<file path="src/rtl/lpif_lp_tx_buffer.sv">
// Link-layer-side LPIF transmit buffer: queues beats with framing markers, presents them
// to the PHY with lp_irdy/pl_trdy, and sequences the link state request.
module lpif_lp_tx_buffer #(
    parameter int         LPIF_BUS_WIDTH = 32,
    parameter int         DEPTH          = 4,
    parameter logic [3:0] ST_NOP         = 4'h0,
    parameter logic [3:0] ST_ACTIVE      = 4'h1
) (
    input  logic                        lclk,
    input  logic                        reset_n,
    input  logic                        link_en,
    input  logic                        in_valid,
    output logic                        in_ready,
    input  logic [LPIF_BUS_WIDTH-1:0]   in_data,
    input  logic [LPIF_BUS_WIDTH/8-1:0] in_bvalid,
    input  logic [LPIF_BUS_WIDTH/8-1:0] in_tlp_start,
    input  logic [LPIF_BUS_WIDTH/8-1:0] in_tlp_end,
    input  logic [LPIF_BUS_WIDTH/8-1:0] in_dllp_start,
    input  logic [LPIF_BUS_WIDTH/8-1:0] in_dllp_end,
    input  logic [LPIF_BUS_WIDTH/8-1:0] in_tlpedb,
    output logic                        lp_irdy,
    input  logic                        pl_trdy,
    output logic [LPIF_BUS_WIDTH-1:0]   lp_data,
    output logic [LPIF_BUS_WIDTH/8-1:0] lp_valid,
    output logic [LPIF_BUS_WIDTH/8-1:0] lp_tlp_start,
    output logic [LPIF_BUS_WIDTH/8-1:0] lp_tlp_end,
    output logic [LPIF_BUS_WIDTH/8-1:0] lp_dllp_start,
    output logic [LPIF_BUS_WIDTH/8-1:0] lp_dllp_end,
    output logic [LPIF_BUS_WIDTH/8-1:0] lp_tlpedb,
    output logic [3:0]                  lp_state_req,
    input  logic [3:0]                  pl_state_sts,
    input  logic                        pl_exit_cg_req,
    output logic                        lp_exit_cg_ack,
    output logic [$clog2(DEPTH):0]      fill_level,
    output logic [7:0]                  drop_cnt,
    output logic [1:0]                  dbg_state
);

    localparam int W       = LPIF_BUS_WIDTH;
    localparam int BYTES   = LPIF_BUS_WIDTH / 8;
    localparam int AW      = $clog2(DEPTH);
    localparam int ENTRY_W = W + 6 * BYTES;

    // Handshakes: a beat moves in on in_valid & in_ready and out on lp_irdy & pl_trdy;
    // once offered, the presented beat holds until taken.
    typedef enum logic [1:0] {
        S_IDLE  = 2'd0,
        S_REQ   = 2'd1,
        S_RUN   = 2'd2,
        S_FLUSH = 2'd3
    } state_t;

    state_t state, state_nxt;

    logic [ENTRY_W-1:0] mem [DEPTH];
    logic [AW:0]        wr_ptr, rd_ptr;
    logic [ENTRY_W-1:0] head;
    logic               full, empty, push, pop, ack_q;
    logic [8:0]         drop_sum;

    assign fill_level = wr_ptr - rd_ptr;
    assign full       = (fill_level == (AW+1)'(DEPTH));
    assign empty      = (fill_level == '0);
    assign push       = in_valid & in_ready;
    assign pop        = lp_irdy & pl_trdy;
    assign drop_sum   = {1'b0, drop_cnt} + 9'(fill_level);
    assign dbg_state  = state;

    always_ff @(posedge lclk or negedge reset_n) begin
        if (!reset_n) state <= S_IDLE;
        else          state <= state_nxt;
    end

    always_comb begin
        state_nxt    = state;
        lp_state_req = ST_NOP;
        in_ready     = 1'b0;
        lp_irdy      = 1'b0;
        case (state)
            S_IDLE: if (link_en) state_nxt = S_REQ;
            S_REQ: begin
                lp_state_req = ST_ACTIVE;
                if (!link_en)                        state_nxt = S_IDLE;
                else if (pl_state_sts == ST_ACTIVE)  state_nxt = S_RUN;
            end
            S_RUN: begin
                lp_state_req = ST_ACTIVE;
                in_ready     = ~full;
                lp_irdy      = ~empty;
                if (pl_state_sts != ST_ACTIVE || !link_en) state_nxt = S_FLUSH;
            end
            S_FLUSH: state_nxt = S_IDLE;
            default: state_nxt = S_IDLE;
        endcase
    end

    // A flush counts whatever is still queued as dropped, saturating at 8'hFF.
    always_ff @(posedge lclk or negedge reset_n) begin
        if (!reset_n) begin
            wr_ptr   <= '0;
            rd_ptr   <= '0;
            drop_cnt <= '0;
        end else if (state == S_FLUSH) begin
            wr_ptr   <= '0;
            rd_ptr   <= '0;
            drop_cnt <= drop_sum[8] ? 8'hFF : drop_sum[7:0];
        end else begin
            if (push) wr_ptr <= wr_ptr + (AW+1)'(1);
            if (pop)  rd_ptr <= rd_ptr + (AW+1)'(1);
        end
    end

    always_ff @(posedge lclk) begin
        if (push)
            mem[wr_ptr[AW-1:0]] <= {in_tlpedb, in_dllp_end, in_dllp_start,
                                    in_tlp_end, in_tlp_start, in_bvalid, in_data};
    end

    assign head          = mem[rd_ptr[AW-1:0]];
    assign lp_data       = lp_irdy ? head[0 +: W]             : '0;
    assign lp_valid      = lp_irdy ? head[W +: BYTES]         : '0;
    assign lp_tlp_start  = lp_irdy ? head[W+BYTES +: BYTES]   : '0;
    assign lp_tlp_end    = lp_irdy ? head[W+2*BYTES +: BYTES] : '0;
    assign lp_dllp_start = lp_irdy ? head[W+3*BYTES +: BYTES] : '0;
    assign lp_dllp_end   = lp_irdy ? head[W+4*BYTES +: BYTES] : '0;
    assign lp_tlpedb     = lp_irdy ? head[W+5*BYTES +: BYTES] : '0;

    // The ack follows the request with one cycle of lag, and is forced low outside REQ/RUN.
    always_ff @(posedge lclk or negedge reset_n) begin
        if (!reset_n)                               ack_q <= 1'b0;
        else if (state == S_REQ || state == S_RUN)  ack_q <= pl_exit_cg_req;
        else                                        ack_q <= 1'b0;
    end

    assign lp_exit_cg_ack = ack_q & (state == S_REQ || state == S_RUN);

endmodule
</file>
<file path="config.mk">
export PLATFORM = sky130hd
export DESIGN_NAME = lpif_lp_tx_buffer
export DESIGN_NICKNAME = d
export VERILOG_FILES = /design/src/rtl/lpif_lp_tx_buffer.sv
export SDC_FILE = /design/constraint.sdc
export NUM_CORES = 1
export LEC_CHECK = 0
export ABC_CLOCK_PERIOD_IN_PS = 5200
export CORE_MARGIN = 5
export CORE_UTILIZATION = 49
export CTS_CLUSTER_DIAMETER = 40
export DETAILED_ROUTE_END_ITERATION = 6
export PLACE_DENSITY = 0.76
export SETUP_SLACK_MARGIN = 0.02
export SYNTH_ARGS = -nofsm -noshare
export SYNTH_HDL_FRONTEND = slang
export SYNTH_SLANG_ARGS = --single-unit
export TNS_END_PERCENT = 20
</file>
<file path="constraint.sdc">
create_clock -name lclk -period 5.2 [get_ports lclk]
set_clock_uncertainty 0.15 [all_clocks]
set_input_delay 0.78 -clock lclk [delete_from_list [all_inputs] [get_ports lclk]]
set_output_delay 0.78 -clock lclk [all_outputs]
set_load 0.02 [all_outputs]
</file>
======== Yosys cells after proc, flatten, opt, wreduce, memory -nomap -nowiden ========
Memory sizes are Yosys's and may differ from the RTL's.
Cells that the tools add are included.
W data, S select, Z words.
cells by class
  reduce and logical (&&, ||, !) cells .... 9
  bitwise gates (word level) .............. 5
  mux-type cells .......................... 23
  equal/unequal tests ..................... 9
  add/sub/neg operators ................... 4
operator list
  operator               number
  $mux W32               1
  $mux W4                6
  $mux W3                4
  $add A8 B3 Y9          1
  $mux W2                4
  $mux W8                1
  $pmux W2 S4            1
  $add A3 B1 Y3 const B  2
  $mux W1                6
  $eq A2 B2 Y1 const B   2
  $eq A4 B1 Y1 const B   1
  $ne A2 B2 Y1 const B   2
  $ne A4 B1 Y1 const B   1
  $reduce_bool A2 Y1     2
  $and A1 B1 Y1          3
  $eq A3 B3 Y1 const B   1
  $logic_not A3 Y1       1
  $ne A3 B3 Y1 const B   1
  $reduce_and A3 Y1      1
  $sub A3 B3 Y3          1
  $eq A2 B1 Y1 const B   1
  $logic_not A2 Y1       1
  $logic_or A1 B1 Y1     2
  $not A1 Y1             2
  2 further kinds        2
storage, ports and cells
  output and inout port bits .............. 76
  word-level logic and storage cells ...... 56
  memories ................................ 1
  bits in registers ....................... 17
  bits in writable memories ............... 224
memories
  memory  depth  width  rd ports  clocked after memory_dff  write ports  line  RTL
  mem     4      56     1         0                         1            55    logic [ENTRY_W-1:0] mem [DEPTH];

======== Longest topological paths before layout ========
Gate-level depths: netlist of the first run.
  depth after elaboration ................. 7
  mapped depth ............................ 11
  gate-level depth less buffers ........... 11

======== Worst setup path before layout of the first run ========
Ideal clock, no wire load.
  path kind ............................... register to register
  from .................................... register rd_ptr[1]
  to ...................................... memory mem[3][0] in the netlist's numbering, enable pin
  library setup time ...................... 470 ps
  cell stages (with the launch flop) ...... 8
  data required time ...................... 4580 ps
  buffers on the path ..................... 2
  path slack .............................. 360 ps
  data arrival time ....................... 4220 ps
  cell sequence ........................... dfrtp_1 > buf_2 > buf_2 > inv_1 > fa_1 > xor3_2 > nor3_1 > nor2_1
on the way
  longest elaborated chain between the ends .. 7
RTL lines
  item                           line  RTL
  start: declaration             56    logic [AW:0] wr_ptr, rd_ptr;
  start signal: assignment       109   if (pop) rd_ptr <= rd_ptr + (AW+1)'(1);
  $sub A3 B3 Y3                  61    assign fill_level = wr_ptr - rd_ptr;
  $eq A3 B3 Y1                   62    assign full = (fill_level == (AW+1)'(DEPTH));
  $not A1 Y1                     88    in_ready = ~full;
  $mux W1                        79    case (state)
  $and A1 B1 Y1                  64    assign push = in_valid & in_ready;
  $mux W1                        114   if (push)
  $mux W1 (implied by the code)  115   mem[wr_ptr[AW-1:0]] <= {in_tlpedb, in_dllp_end, in_dllp_start,
  end: declaration               55
Every way passes these cells.

======== Worst setup path in the final report of the first run ========
  from .................................... register wr_ptr[0]
  to ...................................... output lp_dllp_start[0]
on the way
  longest elaborated chain between the ends .. 5
RTL lines
  item                      line  RTL
  start: declaration        56
  start signal: assignment  108   if (push) wr_ptr <= wr_ptr + (AW+1)'(1);
  $sub A3 B3 Y3             61
  $logic_not A3 Y1          63    assign empty = (fill_level == '0);
  $not A1 Y1                89    lp_irdy = ~empty;
  $mux W1                   79
  $mux W4                   124   assign lp_dllp_start = lp_irdy ? head[W+3*BYTES +: BYTES] : '0;
  end: declaration          27    output logic [LPIF_BUS_WIDTH/8-1:0] lp_dllp_start,
Every way passes these cells.

==> flow_summary.json, run 1 <==
{
  "areaGrowthSynthToFinish_pct": 28.3,
  "critPathLaunchType": "register",
  "wirelength_mm": 20.3,
  "worstSetupEndpointType": "primary output",
  "grt_max_degree": 59,
  "hp-start": "drop_cnt[2]",
  "gp_congestion": 0.803,
  "htree_levels": 1,
  "dp_slack_ps": 906,
  "grt_overflow_total": 0,
  "synthFlopType": "edfxtp_1",
  "synthArstFlopShare_pct": 7.05,
  "first_global_vias": 5612,
  "cts-root-buf": "clkbuf_16",
  "wire_per_inst_microns": 21.7,
  "netlist_area_sq_um": 9710,
  "cts.sinks": 241,
  "hold_violations": 0,
  "seq_area_frac_synth_pct": 73.7,
  "rsz0062_at_grt": "false",
  "die_y_microns": 151,
  "synth_area_leaders": "edfxtp_1 (69%), mux4_2 (13%), dfrtp_1 (4.4%)",
  "vdd_drop_max_mv": 0.393,
  "fin_nets": 727,
  "synth.largest_area_cell": "edfxtp_1",
  "port_buffers": 138,
  "yosysTopAreaCellShare_pct": 69.3,
  "arrival_ps": 3970,
  "drc_errors": 0,
  "ctsHoldBuffers": 0,
  "fmaxAchievable_mhz": 204,
  "outcome": "completed",
  "slew_violations": 0,
  "clockBufferDepth": 3,
  "r2r_slack_ps": 1660,
  "die_area_sq_um": 22700,
  "required_ps": 4270,
  "core-area_sq_um": 19500,
  "vias": 5221,
  "synth_enable_flop_cells": 224,
  "fin_ws_ps": 301,
  "r2r_start": "wr_ptr[0]",
  "path_class": "reg -> out",
  "relSlewSlack_pct": 30.4,
  "power.static_leakage_nw": 4.32,
  "cts_tree": "done",
  "start_util_pct": 49.9,
  "antenna_found_initial": 0,
  "via_per_inst": 5.58,
  "clkLatencyLatePin_ps": 540,
  "path_clk_slew_ps": 60,
  "drt_iter0_markers": 344,
  "synth_cells": 492,
  "dp.cells": 878,
  "post_cts_buffers": 0,
  "dpl.hpwl_mm": 12.2,
  "drv_cap": 0,
  "crit_fanout": 57,
  "fin_tns_setup_ps": 0,
  "first_pass_iters": 4,
  "placementRows": 51,
  "synth_cell_type_count": 40,
  "min_path_type": "reg -> reg",
  "ys_ff_latch": 241,
  "postCtsResizedCells": 0,
  "drive_above_1_share_pct": 19.3,
  "io_pins": 142,
  "cts_made_buffers": 31,
  "p_per_area_nw_per_um2": 461,
  "period_share_pct": 94.2,
  "setup_viol": 0,
  "max_slew.worst_pin.slew_ps": 1040,
  "synth.most_common_cell": "edfxtp_1",
  "die-width_microns": 151,
  "critical_path.startpoint": "wr_ptr[0]",
  "avgSynthCellArea_sq_um": 19.7,
  "synthTopCellsByCount": "edfxtp_1 (224), and3_1 (56), mux4_2 (56), dfrtp_1 (17), inv_1 (14)",
  "n_antenna_cell": 0,
  "stdcell_count": 935,
  "grt_usage_pct": 18.4,
  "ant_nets": 0,
  "grt_pass1_wl_mm": 32.0,
  "min_period_ps": 4900,
  "yosysWarnings": 0
}
-- through the flow --
step / power [mW] / area, sq um / hold slack [ps] / utilization, %
after CTS: 5.79 / 12500 / 413 / 64.0
after global placement: 3.55 / 11400 / 368 / 58.5
after detailed placement: 3.61 / 11400 / 401 / 58.5
final: 5.74 / 12500 / 410 / 64.0
after global routing: 6.01 / 12500 / 454 / 64.0
after floorplan: 3.19 / 9710 / 334 / -
-- per-layer routing --
metal / track usage, % / part of all wire, % / vias to the layer above / routed length (microns)
met3: 4.06 / 7.4 / 29 / 1500
li1: - / - / 2288 / -
met4: 3.76 / 1.5 / 0 / 310
met2: 31.1 / 51 / 213 / 10300
met5: 0 / 0 / - / 0
met1: 24.8 / 40 / 2691 / 8190
-- registers in the layout, summed over array words and instances, names as in the netlist, named ones only --
name and count:
mem 224, ack_q 1, dbg_state 1, rd_ptr 3, wr_ptr 3, drop_cnt 8
-- path summary, 6_finish.rpt --
path,endpoint,cells past startpoint
setup / recovery,lp_dllp_start[0],8
hold reg to reg,drop_cnt[2],2
max in group asynchronous,rd_ptr[0],1
min in group asynchronous,dbg_state[0],1
hold / removal,drop_cnt[2],2
setup reg to reg,mem[1][40],8
-- report_power, final --
| group | total, mW | switching, mW | internal (mW) |
|---|---|---|---|
| Sequential | 2.24 | 0.0473 | 2.19 |
| Clock | 2.17 | 0.814 | 1.36 |
| Combinational | 1.32 | 0.773 | 0.552 |
-- cell usage in the layout, fill, tap and decap left out, types with 12 or more instances in the layout --
| cell | netlist | layout |
|---|---|---|
| edfxtp_1 | 224 | 224 |
| mux4_2 | 56 | 56 |
| clkdlybuf4s50_1 | 0 | 138 |
| nand2_1 | 13 | 13 |
| dfrtp_1 | 17 | 15 |
| inv_1 | 14 | 14 |
| ha_1 | 13 | 12 |
| clkbuf_16 | 0 | 31 |
| and3_1 | 56 | 56 |
-- logic make-up (layout without fill, tap and decap cells) --
group / count (synthesis) / in the layout / synth area share [%]
AO/OA/AOI/OAI: 19 / 19 / 1.29
XOR/XNOR: 6 / 6 / 0.709
adder cells (fa/ha/maj): 15 / 15 / 2.09
buffers and inverters: 43 / 219 / 2.15
flip-flops: 241 / 241 / 73.7
multiplexers: 65 / 65 / 14.0
other: 1 / 3 / 0.0386
AND/OR/NAND/NOR: 102 / 102 / 6.06
-- cell type report --
cell class | instances | area [sq um]
clock buffers | 36 | 795
clock inverters | 21 | 274
fillers | 1331 | 7010
inverters | 14 | 52.6
multi-input cells | 210 | 2360
flip-flops and latches | 241 | 7160
well taps | 265 | 332
repair buffers | 148 | 1480
-- critical path, stage by stage, from the launching register on --
cell and delay, ps:
dfrtp_1 420, inv_1 120, ha_1 150, inv_1 50, fa_1 660, and2b_1 280, nand2_2 770, and3_1 350
clkdlybuf4s50_1 620
Power figures use the tool's default switching activity.
==> inputs of run 2 (changes only) <==
--- a/config.mk
+++ b/config.mk
@@ -11,6 +11,7 @@
 export CTS_CLUSTER_DIAMETER = 40
 export DETAILED_ROUTE_END_ITERATION = 6
 export PLACE_DENSITY = 0.76
+export REMOVE_ABC_BUFFERS = 1
 export SETUP_SLACK_MARGIN = 0.02
 export SYNTH_ARGS = -nofsm -noshare
 export SYNTH_HDL_FRONTEND = slang
==> flow_summary.json, run 2 (synthesis gave the netlist of run 1 again) <==
{
  "outcome": "completed",
  "placed_area_sq_um": 11400,
  "drv_cap": 0,
  "wl_met1_mm": 7.98,
  "p_per_area_nw_per_um2": 467,
  "arrival_ps": 3920,
  "power.static_leakage_nw": 4.33,
  "r2r_start": "wr_ptr[0]",
  "wl_met2_mm": 10.0,
  "dp_slack_ps": 902,
  "drive_above_1_share_pct": 19.1,
  "path_clk_slew_ps": 50,
  "ant_nets": 0,
  "whs_path_depth": 2,
  "dpl.hpwl_mm": 11.7,
  "dp.cells": 875,
  "placementRows": 51,
  "utilization_pct": 64.1,
  "first_global_vias": 5640,
  "antenna_found_initial": 2,
  "core-area_sq_um": 19500,
  "rr_endpoint": "mem[3][35]",
  "cts.sinks": 241,
  "path_class": "reg -> out",
  "grt_usage_pct": 18.0,
  "first_pass_iters": 5,
  "min_to": "drop_cnt[0]",
  "vias": 5126,
  "grt_max_degree": 59,
  "largest_reg_flops": 224,
  "n_antenna_cell": 0,
  "fin_ws_ps": 355,
  "die-width_microns": 151,
  "period_share_pct": 93.2,
  "areaGrowthSynthToFinish_pct": 28.5,
  "fmaxAchievable_mhz": 206,
  "wirelength_mm": 20.0,
  "via_per_inst": 5.48,
  "drc_errors": 0,
  "whs_ps": 422,
  "critPathLaunchType": "register",
  "multi_input_area_sq_um": 2370,
  "max_slew.worst_pin.slew_ps": 1010,
  "port_buffers": 138,
  "final_common_cell": "edfxtp_1",
  "clockBufferDepth": 3,
  "grt_overflow_total": 0,
  "drt_iter0_markers": 276,
  "top_layer": "met5",
  "required_ps": 4270,
  "fillers": 1324,
  "reg2reg_depth": 8,
  "dr_wl_met3_mm": 1.66,
  "die_y_microns": 151,
  "r2r_slack_ps": 1760,
  "fin_area_sq_um": 12500,
  "crit_fanout": 36,
  "hold_violations": 0,
  "stdcell_count": 935,
  "ff_latch_area_sq_um": 7160,
  "cts_made_buffers": 34,
  "vdd_drop_max_mv": 0.281,
  "post_cts_buffers": 0,
  "fin_tns_setup_ps": 0,
  "final_cell_mix": "edfxtp_1 (224), clkdlybuf4s50_1 (138), mux4_2 (56), and3_1 (56), clkbuf_16 (35)",
  "total_power_mw": 5.83,
  "clkLatencyLatePin_ps": 480,
  "io_pins": 142,
  "relSlewSlack_pct": 32.8,
  "cts_tree": "done",
  "setup_viol": 0,
  "gp_congestion": 0.802,
  "worstSetupEndpointType": "primary output",
  "wire_per_inst_microns": 21.4,
  "postCtsResizedCells": 0,
  "min_period_ps": 4850,
  "start_util_pct": 49.9,
  "die_area_sq_um": 22700,
  "hp-start": "drop_cnt[0]",
  "rsz0062_at_grt": "false",
  "grt_pass1_wl_mm": 31.2,
  "slew_violations": 0,
  "fin_nets": 727,
  "ctsHoldBuffers": 0,
  "min_path_type": "reg -> reg",
  "htree_levels": 2,
  "cts-root-buf": "clkbuf_16"
}
## run 2: cell types whose count changed in the layout (fill, tap and decap cells not counted), sizes merged
cell / before / now
clkbuf: 36 / 40
buf: 10 / 7
clkinv: 8 / 11
bufinv: 5 / 3
clkinvlp: 2 / 1
inv: 20 / 19
## run 2: critical path, stage by stage, from the launching register on
cell and delay [ps]:
dfrtp_1 430, inv_1 140, ha_1 170, inv_1 50
fa_1 410, xor3_2 490, nand2_2 610, buf_4 310
and3_1 190, clkdlybuf4s50_1 630
## run 2: cell type report
class,instances,share of cell area [%]
flip-flops and latches,241,57.4
multi-input cells,210,19.0
repair buffers,145,11.6
clock buffers,40,7.25
well taps,265,2.66
clock inverters,20,1.74
inverters,14,0.421
## run 2: worst max path at each step
stage / from / to / slack (ps) / cells past startpoint
6_report: wr_ptr[0] / lp_data[25] / 350 / 9
5_1_grt: wr_ptr[0] / lp_dllp_start[2] / 180 / 9
4_1_cts: wr_ptr[0] / lp_dllp_start[2] / 360 / 9
3_5_place_dp: wr_ptr[0] / lp_dllp_start[2] / 900 / 9
3_3_place_gp: wr_ptr[0] / lp_data[16] / 1040 / 9
2_1_floorplan: rd_ptr[0] / mem[3][0] / -1480 / 6
## run 2: power breakdown
part,total [mW],internal (mW),switching [mW]
clock,2.22,1.41,0.815
combinational,1.36,0.581,0.778
sequential,2.25,2.20,0.0490
total,5.83,4.19,1.64
## run 2: per-layer routing
layer | global-route usage [%] | vias up
met1 | 23.6 | 2607
met3 | 4.88 | 35
met5 | 0 | -
met4 | 5.17 | 4
met2 | 29.9 | 192
li1 | - | 2288
==> inputs of run 3 (changes only) <==
--- a/config.mk
+++ b/config.mk
@@ -5,6 +5,7 @@
 export SDC_FILE = /design/constraint.sdc
 export NUM_CORES = 1
 export LEC_CHECK = 0
+export ABC_AREA = 0
 export ABC_CLOCK_PERIOD_IN_PS = 5200
 export CORE_MARGIN = 5
 export CORE_UTILIZATION = 49
==> results of run 3 <==
Same layout as run 2: the final DEF is identical, and so are final timing and power.
